### src/rtl/bullet_scheduler.sv
// bullet_scheduler: clears, sweeps and fills the 8-slot bullet table as its only writer
module bullet_scheduler #(
  parameter int NUM_SLOTS = 8,
  parameter int STEP      = 10,
  parameter int Y_LIMIT   = 200
) (
  input  logic        clk,
  input  logic        reset,
  input  logic        isRun,
  input  logic        tick,
  input  logic        spawn_valid,
  output logic        spawn_ready,
  input  logic [34:0] spawn_entry,
  output logic [2:0]  rd_index,
  input  logic [35:0] rd_data,
  output logic        wr_en,
  output logic [2:0]  wr_index,
  output logic [35:0] wr_data,
  output logic [3:0]  active_count,
  output logic        busy,
  output logic        overrun
);
  if (Y_LIMIT + STEP > 255 || NUM_SLOTS > 8 || NUM_SLOTS < 1 || (NUM_SLOTS & (NUM_SLOTS - 1)) != 0) begin : g_bad_params
    $error("bullet_scheduler: illegal NUM_SLOTS/STEP/Y_LIMIT");
  end
  typedef enum logic [2:0] {CLEAR, IDLE, SWEEP, SCAN, SPAWN} state_t;
  localparam logic [2:0] LAST  = 3'(NUM_SLOTS - 1);
  localparam logic [7:0] STEP8 = 8'(STEP);
  localparam logic [7:0] YLIM8 = 8'(Y_LIMIT);
  state_t state, next;
  logic [2:0] cnt;
  logic [3:0] surv;
  logic pending, last, retire, survive, go_sweep;
  assign last     = cnt == LAST;
  assign retire   = rd_data[35] && rd_data[7:0] >= YLIM8;
  assign survive  = rd_data[35] && !retire;
  assign go_sweep = isRun && (tick || pending);
  // state register; reset always restarts the table clear
  always_ff @(posedge clk)
    state <= reset ? CLEAR : next;
  // next-state: a due tick beats a spawn request in IDLE
  always_comb begin
    next = state;
    case (state)
      CLEAR:   next = last ? IDLE : CLEAR;
      IDLE:    next = go_sweep ? SWEEP : (isRun && spawn_valid) ? SCAN : IDLE;
      SWEEP:   next = last ? IDLE : SWEEP;
      SCAN:    next = !rd_data[35] ? (spawn_valid ? SPAWN : IDLE) : last ? IDLE : SCAN;
      default: next = IDLE;
    endcase
  end
  // table port decode from state and slot counter; the counter still holds the free slot in SPAWN
  always_comb begin
    rd_index = cnt;
    wr_index = cnt;
    wr_en    = !reset && (state == CLEAR || state == SPAWN || (state == SWEEP && rd_data[35]));
    wr_data  = state == SPAWN ? {1'b1, spawn_entry} :
               state != SWEEP ? '0 :
               retire ? {1'b0, rd_data[34:8], 8'd0} : {rd_data[35:8], rd_data[7:0] + STEP8};
  end
  // slot counter, survivor tally, tick bookkeeping and registered status outputs
  always_ff @(posedge clk) begin
    if (reset) begin
      cnt          <= '0;
      surv         <= '0;
      pending      <= 1'b0;
      overrun      <= 1'b0;
      active_count <= '0;
      spawn_ready  <= 1'b0;
      busy         <= 1'b1;
    end else begin
      cnt         <= next == SPAWN ? cnt : next != state ? '0 : cnt + 3'd1;
      surv        <= state == SWEEP ? surv + {3'd0, survive} : '0;
      spawn_ready <= next == SPAWN;
      busy        <= next != IDLE;
      if (state == SWEEP && last)
        active_count <= surv + {3'd0, survive};
      else if (state == SPAWN)
        active_count <= active_count + 4'd1;
      if (state == IDLE)
        pending <= go_sweep ? 1'b0 : pending;
      else if (isRun && tick) begin
        pending <= 1'b1;
        overrun <= overrun | pending;
      end
    end
  end
endmodule

### config.mk
export PLATFORM = sky130hd
export DESIGN_NAME = bullet_scheduler
export DESIGN_NICKNAME = d
export VERILOG_FILES = /design/src/rtl/bullet_scheduler.sv
export SDC_FILE = /design/constraint.sdc
export NUM_CORES = 1
export LEC_CHECK = 0
export ABC_AREA = 1
export CAP_MARGIN = 30
export CELL_PAD_IN_SITES_DETAIL_PLACEMENT = 0
export CELL_PAD_IN_SITES_GLOBAL_PLACEMENT = 1
export CORE_UTILIZATION = 21
export CTS_BUF_LIST = sky130_fd_sc_hd__clkbuf_4 sky130_fd_sc_hd__clkbuf_8
export CTS_CLUSTER_SIZE = 16
export DETAILED_ROUTE_END_ITERATION = 8
export GPL_ROUTABILITY_DRIVEN = 0
export PLACE_DENSITY_LB_ADDON = 0.1
export SYNTH_ARGS = -nofsm -noshare
export SYNTH_HDL_FRONTEND = slang
export SYNTH_SLANG_ARGS = --single-unit
### constraint.sdc
create_clock -name clk -period 1.5 [get_ports clk]
set_clock_uncertainty 0.05 [all_clocks]
set_input_delay 0.225 -clock clk [delete_from_list [all_inputs] [get_ports clk]]
set_output_delay 0.225 -clock clk [all_outputs]
set_load 0.02 [all_outputs]
== After elaboration in Yosys (flattened, before gate mapping) ==
Cells that the tools add are included.
Word-level totals
  output and inout bits: 50
  flip-flop bits (word level): 18
Cells by class
  equality and inequality tests: 10
  multiplexer cells: 17
  order comparisons: 1
  reductions and logical operators: 19
  bitwise logic cells: 3
  $add $sub $neg: 4
Operators with widths (count)
  2-to-1 mux 36 bit: 3
  case mux 3 bit (4 select lines): 1
  == test 3 bit (second input constant): 3
  2-to-1 mux 3 bit: 3
  adder 8 x 4 -> 8 bit (second input constant): 1
  greater-or-equal comparator 8 bit (second input constant): 1
  logical AND 1 bit: 8
  2-to-1 mux 2 bit: 4
  2-to-1 mux 4 bit: 2
  == test 3 x 2 -> 1 bit (second input constant): 2
  adder 4 x 1 -> 4 bit: 1
  adder 4 x 1 -> 4 bit (second input constant): 1
  2-to-1 mux 1 bit: 4
  AND reduction 2 bit: 2
  nonzero test 2 bit: 2
  adder 3 x 1 -> 3 bit (second input constant): 1
  == test 3 x 1 -> 1 bit (second input constant): 1
  logical NOT 3 bit: 1
  logical OR 1 bit: 3
  inequality test 3 x 1 -> 1 bit (second input constant): 1
  inequality test 3 x 2 -> 1 bit (second input constant): 1
  inequality test 3 bit: 1
  logical NOT 1 bit: 2
  inequality test 2 bit (second input constant): 1
  other kinds (3): 4

== Logic depth before layout (Yosys ltp) ==
Gate-level depths: netlist (run 1).
  depth in word-level cells: 6
  depth in mapped cells: 10
  gate-level depth less buffers: 10

== Worst setup path after synthesis (run 1) ==
OpenSTA, ideal clock, no wires.
  path kind: input-to-output
  start point: input rd_data[1]
  end point: output wr_data[7]
  data arrival time: 1.320 ns
  cell stages on the path: 5
  path slack: -0.095 ns
  cells stage by stage: ha_1 o21ai_0 nand3b_1 xor2_1 o21ai_0
Between the ends
  word-level cells in the longest chain between the ends: 5
Ends and longest elaborated chain
  start, declared: line 15  | input logic [35:0] rd_data,
  greater-or-equal comparator 8 bit: line 35  | assign retire = rd_data[35] && rd_data[7:0] >= YLIM8;
  logical AND 1 bit: line 35
  2-to-1 mux 36 bit (*): line 59  | retire ? {1'b0, rd_data[34:8], 8'd0} : {rd_data[35:8], rd_data[7:0] + STEP8};
  2-to-1 mux 36 bit (*): line 58  | state != SWEEP ? '0 :
  2-to-1 mux 36 bit (*): line 57  | wr_data = state == SPAWN ? {1'b1, spawn_entry} :
  end, declared: line 18  | output logic [35:0] wr_data,
Every way passes the cells marked *; elsewhere a longest branch is shown, timed or not.

== Worst setup path in the final report (run 1) ==
  start point: register state[0]
  end point: output wr_data[2]
Between the ends
  word-level cells in the longest chain between the ends: 3
Ends and longest elaborated chain
  start, declared: line 30  | state_t state, next;
  start signal, assigned: line 40  | state <= reset ? CLEAR : next;
  inequality test 3 x 2 -> 1 bit: line 58
  2-to-1 mux 36 bit: line 58
  2-to-1 mux 36 bit (*): line 57
Marks and branches as above.

==> impl_metrics.py, run 1 <==
metrics = {
    "critical_path": {
        "arrival_ns": 1.53,
        "r2r_slack_ns": -0.07,
        "cp.required_ns": 1.22,
        "cp_slowest_cell": "dfxtp_2",
        "path_cells": "buf_4, inv_4, nand3_4, clkinv_8, buf_4, a32o_2, buf_6",
        "worst-path-max-fanout": 5,
        "crit_end": "wr_data[2]",
        "critical_path_class": "register to primary output",
        "cpPeakStageDelay_ns": 0.36,
        "crit_top_cell": "buf_4",
        "worst_setup_path_end_kind": "primary output",
        "crit_path_start": "state[0]",
        "rr_startpoint": "state[0]",
        "start_kind": "register",
        "r2r.worst_path.cells": 12,
        "crit-reg2reg-capture": "active_count[3]",
    },
    "placed_design": {
        "io_buffers": 125,
        "dp_hpwl_mm": 5.01,
        "dpl-instance-area_um2": 3030,
        "pre_cts_ws_ns": -0.901,
    },
    "synth": {
        "synth_seq_area_share": 0.251,
        "synth.area.top_cells": "dfxtp_1 25%, a22o_1 16%, nand2_1 9.4%, ha_1 6.1%, nor2_1 5.0%",
        "ys.warnings.count": 0,
        "ys.flop_type": "dfxtp_1",
        "async_reset_ff_frac": 0,
        "synth_fp_nets": 280,
        "synthCells": 197,
        "synth_area_um2": 1430,
        "yosysTopAreaCellShare": 0.251,
        "yosys_register_bits": 18,
        "synth_edf_count": 0,
        "synth_top_cell_by_area": "dfxtp_1",
        "avgSynthCellArea_um2": 7.28,
        "ys_types": 30,
    },
    "detailed_routing": {
        "wl_per_cell_um": 14.6,
        "drtIter0Drc": 75,
        "vias_per_cell": 4.47,
        "post-route-drc-count": 15,
        "highest_layer": "met4",
        "drt_wl_total_mm": 6.61,
        "wl_met2_mm": 3.39,
        "met3_length_um": 544,
        "dr.pass1.iters": 6,
        "final_antenna_net_count": 0,
        "drt-met1-wl_mm": 2.65,
        "vias": 2026,
    },
    "power_and_ir_drop": {
        "p_switching_mw": 0.335,
        "seq_power_share": 0.377,
        "power_density_nw_per_um2": 371,
        "power_mw": 1.32,
        "comb_power_share": 0.312,
        "p_int_mw": 0.986,
        "vdd_drop_max_mv": 0.652,
        "clkPwrFrac": 0.311,
        "leakage_nw": 1.64,
        "p_sw_frac": 0.253,
    },
    "timing": {
        "hold_viol_final": 0,
        "period_share": 1.20,
        "fin_crit_ns": 1.80,
        "rsz0062_at_grt": "true",
        "slew_headroom": 0.814,
        "timing.final.ws_setup_ns": -0.302,
        "whs_ns": 0.412,
        "slew_violations": 0,
        "fmaxAchievable_mhz": 555,
        "setup_viol": 40,
        "worstMarginPinSlew_ns": 0.277,
    },
    "clock_tree": {
        "clk_pin_slew_worst_paths_ns": 0.07,
        "cts_buffers": 3,
        "cts.htree.levels": 1,
        "cts.sinks": 18,
        "cts_tree": "yes",
        "worstSkewPairLatency_ns": 0.25,
        "cts_root_buf": "clkbuf_8",
        "cts_buffer_depth": 2,
    },
    "final_layout": {
        "nNetsFinal": 460,
        "final_common_cell": "clkdlybuf4s50_1",
        "drive_gt1_frac": 0.415,
        "nFillCells": 614,
        "postLayoutCellArea_um2": 3560,
        "multi_input_area_um2": 1060,
        "register_area_um2": 368,
        "num_antenna_cells": 0,
        "area_growth_pct": 148,
        "final_cell_mix": "69 x clkdlybuf4s50_1, 46 x buf_4, 39 x buf_6",
    },
    "global_route": {
        "grt-ovfl-total": 0,
        "antenna_found_initial": 0,
        "grt_start_max_net_pins": 13,
        "grt_util_all_layers": 0.174,
        "grt_pass1_wl_mm": 9.92,
        "grt_pass1_vias": 1950,
    },
    "outcome": {
        "status": "complete, but fails checks",
        "violations": "design-rule violations, negative setup slack",
    },
    "floorplanning": {
        "die_h_um": 84.6,
        "ios": 126,
        "core_um2": 6460,
        "start_util": 0.222,
        "num_rows": 29,
        "chipWidth_um": 84.6,
        "die-area_um2": 7160,
    },
    "run": {
        "drv_cap": 0,
    },
    "min_path": {
        "min_path_type": "register to register",
        "hold_depth": 2,
        "min_from": "overrun",
    },
}
per-layer routing:
metal / vias to the layer above / global-route usage
li1: 1041 / -
met1: 911 / 0.201
met2: 72 / 0.339
met3: 2 / 0.0275
met4: 0 / 0.0277
met5: - / 0
cells in the mapped netlist, types with 2 or more instances:
cell	number
nand2_1	36
a22o_1	27
nor2_1	19
dfxtp_1	18
inv_1	17
o21ai_0	10
ha_1	7
a21oi_1	6
nand3_1	6
xor2_1	6
buf_4	5
nand4_1	5
nor2_2	5
inv_2	4
xnor2_1	4
buf_6	3
a31oi_1	2
a32o_1	2
buf_2	2
nor3_1	2
o21ai_1	2
logic make-up (layout without fill, tap and decap cells):
group                      Yosys count  after routing  share of synthesized area
xor gates and xnor gates            10             10                     0.0611
DFF                                 18             18                      0.251
and+or+nand+nor                     76             76                      0.236
AOI/OAI and AO/OA                   53             53                      0.272
buffers and inverters               33            212                      0.119
adders and majority gates            7              7                     0.0611
worst min-delay path by stage:
stage	endpoint	slack (ns)
CTS	overrun	0.42
detailed placement	overrun	0.41
global route	overrun	0.46
finish	overrun	0.41
global placement	overrun	0.39
floorplan	overrun	0.34
repair_timing:
| item | CTS | global route |
|---|---|---|
| setup buffers | 13 | 4 |
| endpoints found under the setup margin | 58 | 48 |
| cloned | 3 | 3 |
| pin swaps | 38 | 15 |
| endpoints found under the hold margin | 0 | 0 |
| hold buffers | 0 | 0 |
| resized for setup | 277 | 36 |
critical path, delay by kind of cell, from the launching register on:
kind                   cells  cell delay [ns]
AND/OR/NAND/NOR            1             0.11
buffers and inverters      5             0.53
flip-flops                 1             0.36
AO/OA/AOI/OAI              1             0.26
state kept, by name (all words and copies together), names as in the netlist:
register / count
busy: 1
overrun: 1
pending: 1
surv: 4
rd_index: 3
state: 3
active_count: 4
spawn_ready: 1
layout make-up:
type / instances / share of cell area
timing repair buffer: 185 / 0.525
multi-input combinational: 146 / 0.298
sequential: 18 / 0.103
inverter: 22 / 0.0281
tap: 77 / 0.0270
clock buffer: 4 / 0.0155
timing repair inverter: 1 / 0.00246
per-stage QoR:
| stage | std cells | util | setup TNS (ns) |
|---|---|---|---|
| after floorplan | 197 | - | -0.00274 |
| after global placement | 429 | 0.469 | -21.92 |
| after detailed placement | 429 | 0.469 | -21.66 |
| after CTS | 448 | 0.530 | -8.81 |
| after global routing | 453 | 0.552 | -12.19 |
| final | 453 | 0.552 | -9.63 |
power by group through the flow:
| stage | Combinational, mW | Sequential, mW | Clock, mW |
|---|---|---|---|
| 3_5_place_dp | 0.403 | 0.509 | 0 |
| 6_report | 0.412 | 0.497 | 0.411 |
| 5_1_grt | 0.443 | 0.499 | 0.425 |
| 3_3_place_gp | 0.400 | 0.508 | 0 |
| 4_1_cts | 0.406 | 0.497 | 0.412 |
| 2_1_floorplan | 0.0925 | 0.524 | 0 |
No activity file was read; power rests on OpenSTA's default activity.
==> run 2: changes to the inputs <==
SKIP_LAST_GASP = 1   (was default)
SLEW_MARGIN = 20   (was default)
==> run 2 against run 1 <==
  * The flow still finishes with violations (design-rule violations, negative setup slack)
  * Clock power is essentially flat
  * Via count grew 1.2%
  * Critical path type unchanged
  * Largest power group unchanged
  * Die area is the same
  * Combinational power grew 1%
  * Final cell count shrank 0.88%
==> impl_metrics.py, run 2 (synthesis results as in run 1) <==
metrics = {
    "final_layout": {
        "drive_gt1_frac": 0.417,
        "area_growth_pct": 149,
        "final_common_cell": "clkdlybuf4s50_1",
        "multi_input_area_um2": 1120,
        "register_area_um2": 370,
        "fin_util": 0.553,
        "reg.largest.list": "active_count x4, surv x4",
        "num_antenna_cells": 0,
        "final_cell_mix": "69 x clkdlybuf4s50_1, 44 x buf_4, 39 x buf_6",
        "postLayoutCellArea_um2": 3570,
        "nNetsFinal": 456,
        "nFillCells": 615,
    },
    "timing": {
        "fin_crit_ns": 1.79,
        "fmaxAchievable_mhz": 558,
        "slew_headroom": 0.810,
        "setup_viol": 40,
        "worstMarginPinSlew_ns": 0.284,
        "timing.final.ws_setup_ns": -0.291,
        "period_share": 1.19,
        "rsz0062_at_grt": "true",
        "hold_viol_final": 0,
        "final.setup.tns_ns": -7.59,
        "slew_violations": 0,
    },
    "power_and_ir_drop": {
        "power_mw": 1.32,
        "leakage_nw": 1.61,
        "comb_power_share": 0.315,
        "p_sw_frac": 0.254,
        "p_switching_mw": 0.337,
        "power_density_nw_per_um2": 371,
        "clkPwrFrac": 0.309,
        "vdd_drop_max_mv": 0.643,
        "seq_power_share": 0.376,
        "p_int_mw": 0.988,
    },
    "detailed_routing": {
        "vias_per_cell": 4.57,
        "vias": 2051,
        "dr.pass1.iters": 8,
        "post-route-drc-count": 15,
        "drtIter0Drc": 66,
        "wl_per_cell_um": 14.5,
        "final_antenna_net_count": 0,
        "drt_wl_total_mm": 6.49,
    },
    "critical_path": {
        "rr_startpoint": "state[1]",
        "r2r_slack_ns": -0.05,
        "crit-reg2reg-capture": "active_count[2]",
        "cp.required_ns": 1.22,
        "crit_path_start": "state[1]",
        "r2r.worst_path.cells": 11,
        "arrival_ns": 1.52,
        "start_kind": "register",
        "worst_setup_path_end_kind": "primary output",
        "critical_path_class": "register to primary output",
        "worst-path-max-fanout": 5,
    },
    "min_path": {
        "hold_path_end": "overrun",
        "min_path_type": "register to register",
        "min_from": "overrun",
        "hold_depth": 2,
    },
    "global_route": {
        "grt_pass1_vias": 1952,
        "grt-ovfl-total": 0,
        "grt_pass1_wl_mm": 9.95,
        "grt_start_max_net_pins": 13,
        "antenna_found_initial": 0,
        "grt_util_all_layers": 0.174,
    },
    "floorplanning": {
        "chipWidth_um": 84.6,
        "ios": 126,
        "die-area_um2": 7160,
        "num_rows": 29,
        "die_h_um": 84.6,
        "core_um2": 6460,
        "start_util": 0.222,
    },
    "placed_design": {
        "io_buffers": 125,
        "dp_hpwl_mm": 5.01,
        "pre_cts_ws_ns": -0.901,
        "dpl-instance-area_um2": 3030,
    },
    "clock_tree": {
        "cts.sinks": 18,
        "worstSkewPairLatency_ns": 0.25,
        "cts_root_buf": "clkbuf_8",
        "cts.htree.levels": 1,
        "cts_tree": "yes",
        "cts_buffer_depth": 2,
        "hold_buffers": 0,
        "clk_pin_slew_worst_paths_ns": 0.07,
        "cts_buffers": 3,
    },
    "outcome": {
        "violations": "design-rule violations, negative setup slack",
        "status": "complete, but fails checks",
    },
    "run": {
        "drv_cap": 0,
    },
}
run 2: cell types whose count changed in the layout (fill, tap and decap cells not counted), sizes merged:
cell / before / now
dlygate4sd2: 13 / 14
clkinv: 2 / 0
inv: 21 / 22
clkdlybuf4s15: 1 / 2
clkbuf: 10 / 7
buf: 95 / 93
run 2: worst max-delay path, stage by stage, from the launching register on:
cell and delay [ns]:
dfxtp_4 0.35, nor2_4 0.11, inv_2 0.06, nor2_4 0.13, buf_12 0.14, buf_12 0.11
buf_16 0.11, a32o_1 0.14, buf_6 0.12
run 2: how the worst max path moves through the flow:
stage | end | slack, ns | cells past startpoint
2_1_floorplan | wr_data[6] | -0.003 | 4
3_3_place_gp | wr_data[7] | -0.86 | 7
3_5_place_dp | wr_data[7] | -0.90 | 7
4_1_cts | wr_data[2] | -0.30 | 8
5_1_grt | wr_data[5] | -0.36 | 9
6_report | wr_data[0] | -0.29 | 8
run 2: through the flow:
step,cells,hold WS [ns]
4_1_cts,448,0.419
6_report,449,0.408
2_1_floorplan,197,0.344
5_1_grt,449,0.455
3_3_place_gp,429,0.392
3_5_place_dp,429,0.408
run 2: final cells by class:
class	instances	share of cell area
Timing Repair Buffer	182	0.515
Multi-Input combinational cell	146	0.313
Sequential cell	18	0.104
Tap cell	77	0.0270
Inverter	22	0.0266
Clock buffer	4	0.0154
run 2: power groups by stage:
stage | sequential (mW) | combinational, mW | clock (mW)
after global routing | 0.500 | 0.449 | 0.424
after floorplan | 0.524 | 0.0925 | 0
final | 0.498 | 0.417 | 0.409
after CTS | 0.497 | 0.405 | 0.412
after global placement | 0.508 | 0.400 | 0
after detailed placement | 0.509 | 0.403 | 0
run 2: metal layers:
| metal | vias to the layer above | track usage | part of all wire |
|---|---|---|---|
| met5 | - | 0 | 0 |
| met4 | 0 | 0.0277 | 0.0035 |
| met3 | 2 | 0.0275 | 0.081 |
| met2 | 84 | 0.339 | 0.51 |
| met1 | 936 | 0.202 | 0.41 |
| li1 | 1029 | - | - |
run 2: what timing repair did:
action / CTS / global route
setup buffers: 13 / 5
endpoints found under the setup margin: 58 / 48
pin swaps: 38 / 20
cloned: 3 / 1
resized for setup: 270 / 48
